## src/rtl/csi2_raw10_unpacker_if.sv

```systemverilog
// Payload-byte input and FIFO write-port bundle for the RAW10 unpacker.
// Names follow the unpacker's view of each signal, so full_o is an input of the unpacker.
interface csi2_raw10_unpacker_if #(
    parameter int FIFO_WIDTH = 12
) ();
    logic [7:0]            byte_i;
    logic                  byte_vld_i;
    logic                  pkt_start_i;
    logic                  pkt_end_i;
    logic                  frame_start_i;
    logic                  full_o;
    logic                  fifo_wr_en_o;
    logic [FIFO_WIDTH-1:0] fifo_wr_data_o;

    modport slave (
        input  byte_i, byte_vld_i, pkt_start_i, pkt_end_i, frame_start_i, full_o,
        output fifo_wr_en_o, fifo_wr_data_o
    );

    modport master (
        output byte_i, byte_vld_i, pkt_start_i, pkt_end_i, frame_start_i, full_o,
        input  fifo_wr_en_o, fifo_wr_data_o
    );
endinterface

```

## src/rtl/csi2_raw10_unpacker.sv

```systemverilog
// Unpacks CSI-2 RAW10 payload bytes (5 bytes -> 4 pixels) into the pixel FIFO write port.
// The source cannot stall, so a full FIFO drops pixels and raises a sticky overflow flag.
module csi2_raw10_unpacker #(
    parameter int FIFO_WIDTH = 12,
    parameter int CNT_WIDTH  = 16
) (
    input  logic                 wr_clk_i,
    input  logic                 rst_i,
    csi2_raw10_unpacker_if.slave bus,
    output logic                 overflow_o,
    input  logic                 ovf_clr_i,
    output logic                 err_len_o,
    output logic [CNT_WIDTH-1:0] pixel_cnt_o
);

    typedef enum logic [2:0] {
        ST_IDLE  = 3'd0,
        ST_EMIT0 = 3'd1,
        ST_EMIT1 = 3'd2,
        ST_EMIT2 = 3'd3,
        ST_EMIT3 = 3'd4
    } emit_state_e;

    emit_state_e           state_r;
    emit_state_e           state_s;
    logic [2:0]            byte_idx_r;
    logic [2:0]            eff_idx_s;
    logic [7:0]            msb_r [0:3];
    logic [9:0]            pix_buf_r [0:3];
    logic                  first_grp_r;
    logic                  sof_pending_r;
    logic                  sof_tag_r;
    logic                  eol_tag_r;
    logic                  store_s;
    logic                  handoff_s;
    logic                  drop_s;
    logic                  err_s;
    logic                  emit_s;
    logic                  wr_en_s;
    logic                  pkt_open_s;
    logic [FIFO_WIDTH-1:0] wr_data_s;

    // Classify each accepted byte: store, group handoff, or discard on a length error.
    always_comb begin
        eff_idx_s  = bus.pkt_start_i ? 3'd0 : byte_idx_r;
        store_s    = 1'b0;
        handoff_s  = 1'b0;
        drop_s     = 1'b0;
        err_s      = 1'b0;
        pkt_open_s = 1'b0;
        if (bus.byte_vld_i) begin
            pkt_open_s = bus.pkt_start_i;
            err_s      = (bus.pkt_end_i && (eff_idx_s != 3'd4)) ||
                         (bus.pkt_start_i && (byte_idx_r != 3'd0));
            if (bus.pkt_end_i && (eff_idx_s != 3'd4)) begin
                drop_s = 1'b1;
            end else if (eff_idx_s == 3'd4) begin
                handoff_s = 1'b1;
            end else begin
                store_s = 1'b1;
            end
        end else begin
            err_s = 1'b0;
        end
    end

    // Byte index and MSB collection buffer.
    always_ff @(posedge wr_clk_i or posedge rst_i) begin
        if (rst_i) begin
            byte_idx_r <= 3'd0;
            for (int k = 0; k < 4; k++) begin
                msb_r[k] <= 8'd0;
            end
        end else if (handoff_s || drop_s) begin
            byte_idx_r <= 3'd0;
        end else if (store_s) begin
            byte_idx_r            <= eff_idx_s + 3'd1;
            msb_r[eff_idx_s[1:0]] <= bus.byte_i;
        end else begin
            byte_idx_r <= byte_idx_r;
        end
    end

    // Output group buffer and its tags, loaded when the fifth byte arrives.
    always_ff @(posedge wr_clk_i or posedge rst_i) begin
        if (rst_i) begin
            for (int k = 0; k < 4; k++) begin
                pix_buf_r[k] <= 10'd0;
            end
            sof_tag_r <= 1'b0;
            eol_tag_r <= 1'b0;
        end else if (handoff_s) begin
            for (int k = 0; k < 4; k++) begin
                pix_buf_r[k] <= {msb_r[k], bus.byte_i[2*k +: 2]};
            end
            sof_tag_r <= sof_pending_r & first_grp_r;
            eol_tag_r <= bus.pkt_end_i;
        end else begin
            sof_tag_r <= sof_tag_r;
        end
    end

    // First-group marker and frame-start tag pending until the sof pixel leaves.
    always_ff @(posedge wr_clk_i or posedge rst_i) begin
        if (rst_i) begin
            first_grp_r   <= 1'b0;
            sof_pending_r <= 1'b0;
        end else begin
            if (pkt_open_s) begin
                first_grp_r <= 1'b1;
            end else if (handoff_s) begin
                first_grp_r <= 1'b0;
            end else begin
                first_grp_r <= first_grp_r;
            end
            if (bus.frame_start_i) begin
                sof_pending_r <= 1'b1;
            end else if ((state_r == ST_EMIT0) && sof_tag_r) begin
                sof_pending_r <= 1'b0;
            end else begin
                sof_pending_r <= sof_pending_r;
            end
        end
    end

    // Emitter state register.
    always_ff @(posedge wr_clk_i or posedge rst_i) begin
        if (rst_i) begin
            state_r <= ST_IDLE;
        end else begin
            state_r <= state_s;
        end
    end

    // Emitter next state and the pixel word presented in each emit state.
    always_comb begin
        state_s   = state_r;
        wr_data_s = {FIFO_WIDTH{1'b0}};
        case (state_r)
            ST_IDLE: begin
                if (handoff_s) begin
                    state_s = ST_EMIT0;
                end else begin
                    state_s = ST_IDLE;
                end
            end
            ST_EMIT0: begin
                state_s         = ST_EMIT1;
                wr_data_s[9:0]  = pix_buf_r[0];
                wr_data_s[10]   = sof_tag_r;
            end
            ST_EMIT1: begin
                state_s         = ST_EMIT2;
                wr_data_s[9:0]  = pix_buf_r[1];
            end
            ST_EMIT2: begin
                state_s         = ST_EMIT3;
                wr_data_s[9:0]  = pix_buf_r[2];
            end
            ST_EMIT3: begin
                state_s         = ST_IDLE;
                wr_data_s[9:0]  = pix_buf_r[3];
                wr_data_s[11]   = eol_tag_r;
            end
            default: begin
                state_s   = ST_IDLE;
                wr_data_s = {FIFO_WIDTH{1'b0}};
            end
        endcase
    end

    assign emit_s             = (state_r != ST_IDLE);
    assign wr_en_s            = emit_s & ~bus.full_o;
    assign bus.fifo_wr_en_o   = wr_en_s;
    assign bus.fifo_wr_data_o = wr_data_s;

    // Sticky overflow (set beats clear), length-error pulse and written-pixel counter.
    always_ff @(posedge wr_clk_i or posedge rst_i) begin
        if (rst_i) begin
            overflow_o  <= 1'b0;
            err_len_o   <= 1'b0;
            pixel_cnt_o <= {CNT_WIDTH{1'b0}};
        end else begin
            err_len_o <= err_s;
            if (emit_s && bus.full_o) begin
                overflow_o <= 1'b1;
            end else if (ovf_clr_i) begin
                overflow_o <= 1'b0;
            end else begin
                overflow_o <= overflow_o;
            end
            if (pkt_open_s) begin
                pixel_cnt_o <= {CNT_WIDTH{1'b0}};
            end else if (wr_en_s && (pixel_cnt_o != {CNT_WIDTH{1'b1}})) begin
                pixel_cnt_o <= pixel_cnt_o + {{(CNT_WIDTH-1){1'b0}}, 1'b1};
            end else begin
                pixel_cnt_o <= pixel_cnt_o;
            end
        end
    end

endmodule

```

## src/flat_wrapper.sv

```systemverilog
// flat-port wrapper written by rule: the top's interface ports become plain ports
module csi2_raw10_unpacker_flat 
#(
    parameter int FIFO_WIDTH = 12,
    parameter int CNT_WIDTH  = 16
)
  (wr_clk_i, rst_i, overflow_o, ovf_clr_i, err_len_o, pixel_cnt_o, bus_byte_i, bus_byte_vld_i, bus_pkt_start_i, bus_pkt_end_i, bus_frame_start_i, bus_full_o, bus_fifo_wr_en_o, bus_fifo_wr_data_o);
  csi2_raw10_unpacker_if #(.FIFO_WIDTH(FIFO_WIDTH)) bus_i ();
  input  logic wr_clk_i;
  input  logic rst_i;
  output logic overflow_o;
  input  logic ovf_clr_i;
  output logic err_len_o;
  output logic [CNT_WIDTH-1:0] pixel_cnt_o;
  input wire logic [$bits(bus_i.byte_i)-1:0] bus_byte_i;
  input wire logic [$bits(bus_i.byte_vld_i)-1:0] bus_byte_vld_i;
  input wire logic [$bits(bus_i.pkt_start_i)-1:0] bus_pkt_start_i;
  input wire logic [$bits(bus_i.pkt_end_i)-1:0] bus_pkt_end_i;
  input wire logic [$bits(bus_i.frame_start_i)-1:0] bus_frame_start_i;
  input wire logic [$bits(bus_i.full_o)-1:0] bus_full_o;
  output wire logic [$bits(bus_i.fifo_wr_en_o)-1:0] bus_fifo_wr_en_o;
  output wire logic [$bits(bus_i.fifo_wr_data_o)-1:0] bus_fifo_wr_data_o;
  assign bus_i.byte_i = bus_byte_i;
  assign bus_i.byte_vld_i = bus_byte_vld_i;
  assign bus_i.pkt_start_i = bus_pkt_start_i;
  assign bus_i.pkt_end_i = bus_pkt_end_i;
  assign bus_i.frame_start_i = bus_frame_start_i;
  assign bus_i.full_o = bus_full_o;
  assign bus_fifo_wr_en_o = bus_i.fifo_wr_en_o;
  assign bus_fifo_wr_data_o = bus_i.fifo_wr_data_o;
  csi2_raw10_unpacker #(.FIFO_WIDTH(FIFO_WIDTH), .CNT_WIDTH(CNT_WIDTH)) u_core (.wr_clk_i(wr_clk_i), .rst_i(rst_i), .bus(bus_i), .overflow_o(overflow_o), .ovf_clr_i(ovf_clr_i), .err_len_o(err_len_o), .pixel_cnt_o(pixel_cnt_o));
endmodule
```

## config.mk

```make
export PLATFORM = sky130hd
export DESIGN_NAME = csi2_raw10_unpacker_flat
export DESIGN_NICKNAME = d
export VERILOG_FILES = /design/src/rtl/csi2_raw10_unpacker_if.sv /design/src/rtl/csi2_raw10_unpacker.sv /design/src/flat_wrapper.sv
export SDC_FILE = /design/constraint.sdc
export NUM_CORES = 1
export LEC_CHECK = 0
export BUFFER_PORTS_ARGS = -buffer_cell sky130_fd_sc_hd__buf_2
export CELL_PAD_IN_SITES_DETAIL_PLACEMENT = 1
export CELL_PAD_IN_SITES_GLOBAL_PLACEMENT = 2
export CORE_MARGIN = 1.5
export CORE_UTILIZATION = 36
export CTS_CLUSTER_SIZE = 30
export DETAILED_ROUTE_END_ITERATION = 10
export GPL_TIMING_DRIVEN = 1
export PLACE_DENSITY_LB_ADDON = 0.1
export REMOVE_ABC_BUFFERS = 1
export SLEW_MARGIN = 40
export SYNTH_ARGS = -nofsm -noshare
export SYNTH_HDL_FRONTEND = slang
export SYNTH_SLANG_ARGS = --single-unit
```

## constraint.sdc

```tcl
create_clock -name wr_clk_i -period 2.92 [get_ports wr_clk_i]
set_input_delay 0.438 -clock wr_clk_i [delete_from_list [all_inputs] [get_ports wr_clk_i]]
set_output_delay 0.438 -clock wr_clk_i [all_outputs]
set_load 0.03 [all_outputs]
```

==> impl_results.md <==
* Overall track demand over capacity in global routing at 17.6%
* Number of global-route vias before repair at around 3200
* H-tree depth at 3
* Total power at 3.48 mW
* DR WL/cell at 18.0 um
* Post-CTS setup repair buffer count at 0
* DIE HEIGHT at 114 um
* Routed via count divided by cell count at 5.22
* Area enclosed by the die boundary at 13100 um^2
* Maximum cell stage delay along the critical path at 0.61 ns
* Maximum number of pins on one net before global-route repair at 46
* Filler Cell Count at 1321
* Die outline width at 114 um
* Avg Cell Area, Syn at 12.7 um^2
* Fraction of final layout cells with drive strength greater than 1 at 36.9%
* Worst setup timing slack at the placement stage at 0.406 ns
* Hold slack final at 0.135 ns
* Hold buffer count at cts at 0
* Count of nets after finishing at 424
* Part of the Yosys area used for sequential elements at between 50% and 60%
* Category of the critical setup timing path: flip-flop to primary output
* Cell accounting for the most synthesized area: sky130_fd_sc_hd__dfrtp_1
* Cell at the root of the clock tree: sky130_fd_sc_hd__clkbuf_16
* R2R Setup Slk at 0.64 ns
* FF-to-FF End: u_core.msb_r[12]
* Cell-by-cell listing of the critical path: inv_1, nor2_1, buf_4, a22oi_1, o22ai_1, buf_2
* Unrepaired setup endpoints after global routing: no
* Final Max Slew Viols at 0
* Startpoint types: flip-flop
* Post-Synthesis Cells at about 350
* Post-place instance area at 4930 um^2
* Number of max-cap violations at 0
* Util after Layout at a little over two fifths
* Clock Latency Late Sink at 0.35 ns
* Multi-input logic area at 1860 um^2
* Clock Tree Buf Depth at 2
* Share of the clock period used by the worst path at 88.9%
* DRT antenna net count at 0
* Synth Register Bits at 100
* Cell count after placement at 560
* Rows at 40
* Final worst clock skew at 0.00543 ns
* Hold crit path type: input port to async pin
* Post-layout min period at 2.60 ns
* DR iter-0 viols at 110
* Static leakage at 2.49 nW
* Power density over the cells at 669 nW/um^2
* Register-to-Register Path Depth at 8
* Worst endpoint required time at between 2 and 2.5 ns
* Maximum frequency from static timing analysis at roughly 390 MHz
* Post-Layout Cell Count at 575
* Top-area cell type share of the netlist area at 56.1%
* Startpoint of the worst register-to-register path: u_core.byte_idx_r[0]
* Most common flop cell mapped by yosys: sky130_fd_sc_hd__dfrtp_1
* Highest-count cells in the layout ignoring fill and taps: sky130_fd_sc_hd__dfrtp_1, sky130_fd_sc_hd__mux2_2, sky130_fd_sc_hd__buf_2
* Library cells used by synthesis at between 40 and 50
* Post-Route WL at approximately 10 mm
* Estimated wirelength of the detail-placed design at about 7.0 mm
* Area of the placeable core at around 12000 um^2
* Normalized max-slew margin at ~53%
* Wire length of the first global-routing pass at 17.4 mm
* CTS sink count at 100
* Number of placed I/O pins at 47
* Critical path's slowest cell: sky130_fd_sc_hd__dfrtp_1
* Async set or reset register ratio after synthesis at 100%
* Final RePlAce weighted congestion at 0.762
* Antenna Cells at 0
* Post-CTS clock slew at the launch and capture registers of the worst setup and hold paths at 0.07 ns
* Largest fanout on the critical path at 7
* Starting Density at 37.0%
* Post-cts sizing count at 0
* Layout Cell Area excl Fill at ~5200 um^2
* DRC viols at 0
* Count of flip-flops with a built-in enable after synthesis at 0
* Data arrival time of the worst path at 2.16 ns
* Sequential cell area at between 2000 and 3000 um^2
* Relative area change from synthesis to final layout at 16.6%
* Grt ovf at 0
* Setup-violating endpoint count in the final report at 0
* Min setup slack post-route at 0.324 ns
* TritonCTS clock tree: done
* Port-buffer cells at 46
* Worst IR Drop VDD at 0.000410 V
* Most area-consuming cells after synthesis: sky130_fd_sc_hd__dfrtp_1, sky130_fd_sc_hd__mux2_2, sky130_fd_sc_hd__mux2i_1
* Worst Max-Slew Pin Slew at 0.706 ns
* Run status: completed
* Critical Path Sink Type: primary output
* Most frequent standard cell in the layout excluding fill and tap cells: sky130_fd_sc_hd__dfrtp_1
* Initial antenna violation count at 0
* Syn Std Cell Area at 4460 um^2
* Number of clock buffers inserted by TritonCTS at 9
* Yosys Warn Count at 0
* Total via count in the routed design at 3002
* DRT Pass-1 Iters at 4
* Final number of hold-violating endpoints at 0
* Post-route setup TNS at 0 ns
-- area by class of cell --
cell class                 instances  share of cell area, %
sequential                       100                   48.2
multi-input combinational        227                   35.7
timing repair buffer              54                   6.07
clock buffer                      11                   4.67
tap                              168                   4.05
inverter                          11                  0.843
clock inverter                     4                  0.506
-- registers in the layout, summed over array words and instances, names as in the netlist, 3 cells and up --
register / flops
u_core.pix_buf_r: 40
u_core.state_r: 3
u_core.pixel_cnt_o: 16
u_core.byte_idx_r: 3
u_core.msb_r: 32
-- metal layers --
layer	track usage [%]	vias to the layer above	wire, um
met5	0	-	0
met1	23.3	1543	5000
met2	28.4	44	4870
met3	5.03	12	323
li1	-	1403	-
met4	5.17	0	145
-- critical path: cells and delay by family, from the launching register on --
family	cells	cell delay, ns
buffers and inverters	3	0.63
AO/OA/AOI/OAI	2	0.27
flip-flops	1	0.61
AND/OR/NAND/NOR	1	0.29
-- cell families (layout without fill, tap and decap cells) --
kind of cell	after synthesis	after routing	share of synthesized area, %
AOI/OAI and AO/OA	56	56	8.22
DFF	100	100	56.1
muxes	86	86	21.4
and+or+nand+nor	79	79	10.4
buffers and inverters	24	80	2.25
adders and majority gates	5	5	1.40
xor gates and xnor gates	1	1	0.196
-- cell usage after synthesis (2+ instances only) --
| cell type | count |
|---|---|
| sky130_fd_sc_hd__nor3_1 | 4 |
| sky130_fd_sc_hd__mux2i_1 | 13 |
| sky130_fd_sc_hd__nand2b_1 | 4 |
| sky130_fd_sc_hd__or4_1 | 6 |
| sky130_fd_sc_hd__nor4_1 | 5 |
| sky130_fd_sc_hd__a21oi_1 | 11 |
| sky130_fd_sc_hd__ha_1 | 5 |
| sky130_fd_sc_hd__dfrtp_1 | 100 |
| sky130_fd_sc_hd__o31ai_1 | 6 |
| sky130_fd_sc_hd__or4b_1 | 2 |
| sky130_fd_sc_hd__a22oi_1 | 10 |
| sky130_fd_sc_hd__buf_2 | 6 |
| sky130_fd_sc_hd__clkbuf_2 | 2 |
| sky130_fd_sc_hd__nand3_1 | 5 |
| sky130_fd_sc_hd__o21ai_0 | 6 |
| sky130_fd_sc_hd__nor2b_1 | 2 |
| sky130_fd_sc_hd__mux2_2 | 72 |
| sky130_fd_sc_hd__o41ai_1 | 5 |
| sky130_fd_sc_hd__clkbuf_1 | 5 |
| sky130_fd_sc_hd__o22ai_1 | 13 |
| sky130_fd_sc_hd__nand4_1 | 4 |
| sky130_fd_sc_hd__nor2_1 | 7 |
| sky130_fd_sc_hd__and3b_1 | 2 |
| sky130_fd_sc_hd__or3_1 | 3 |
| sky130_fd_sc_hd__nand2_2 | 5 |
| sky130_fd_sc_hd__nand2_1 | 19 |
| sky130_fd_sc_hd__and3_1 | 2 |
| sky130_fd_sc_hd__a31oi_1 | 2 |
| sky130_fd_sc_hd__inv_1 | 11 |
-- report_power, final --
group          internal, mW  switching (mW)  leakage, nW
clock                 0.595           0.509        0.131
sequential             1.55           0.148         1.33
combinational         0.273           0.401         1.02
total                  2.42            1.06         2.49
-- worst max-delay path by stage --
| stage | startpoint | endpoint | slack, ns | depth (start not counted) |
|---|---|---|---|---|
| floorplan | rst_i | u_core.byte_idx_r[0] | -0.14 | 1 |
| global placement | bus_pkt_start_i | u_core.msb_r[2] | 0.50 | 8 |
| detailed placement | bus_pkt_start_i | u_core.msb_r[12] | 0.41 | 8 |
| CTS | u_core.state_r[1] | bus_fifo_wr_data_o[1] | 0.25 | 6 |
| global route | u_core.state_r[1] | bus_fifo_wr_data_o[1] | 0.20 | 6 |
| finish | u_core.state_r[1] | bus_fifo_wr_data_o[1] | 0.32 | 6 |
(Power assumes the default switching activity.)
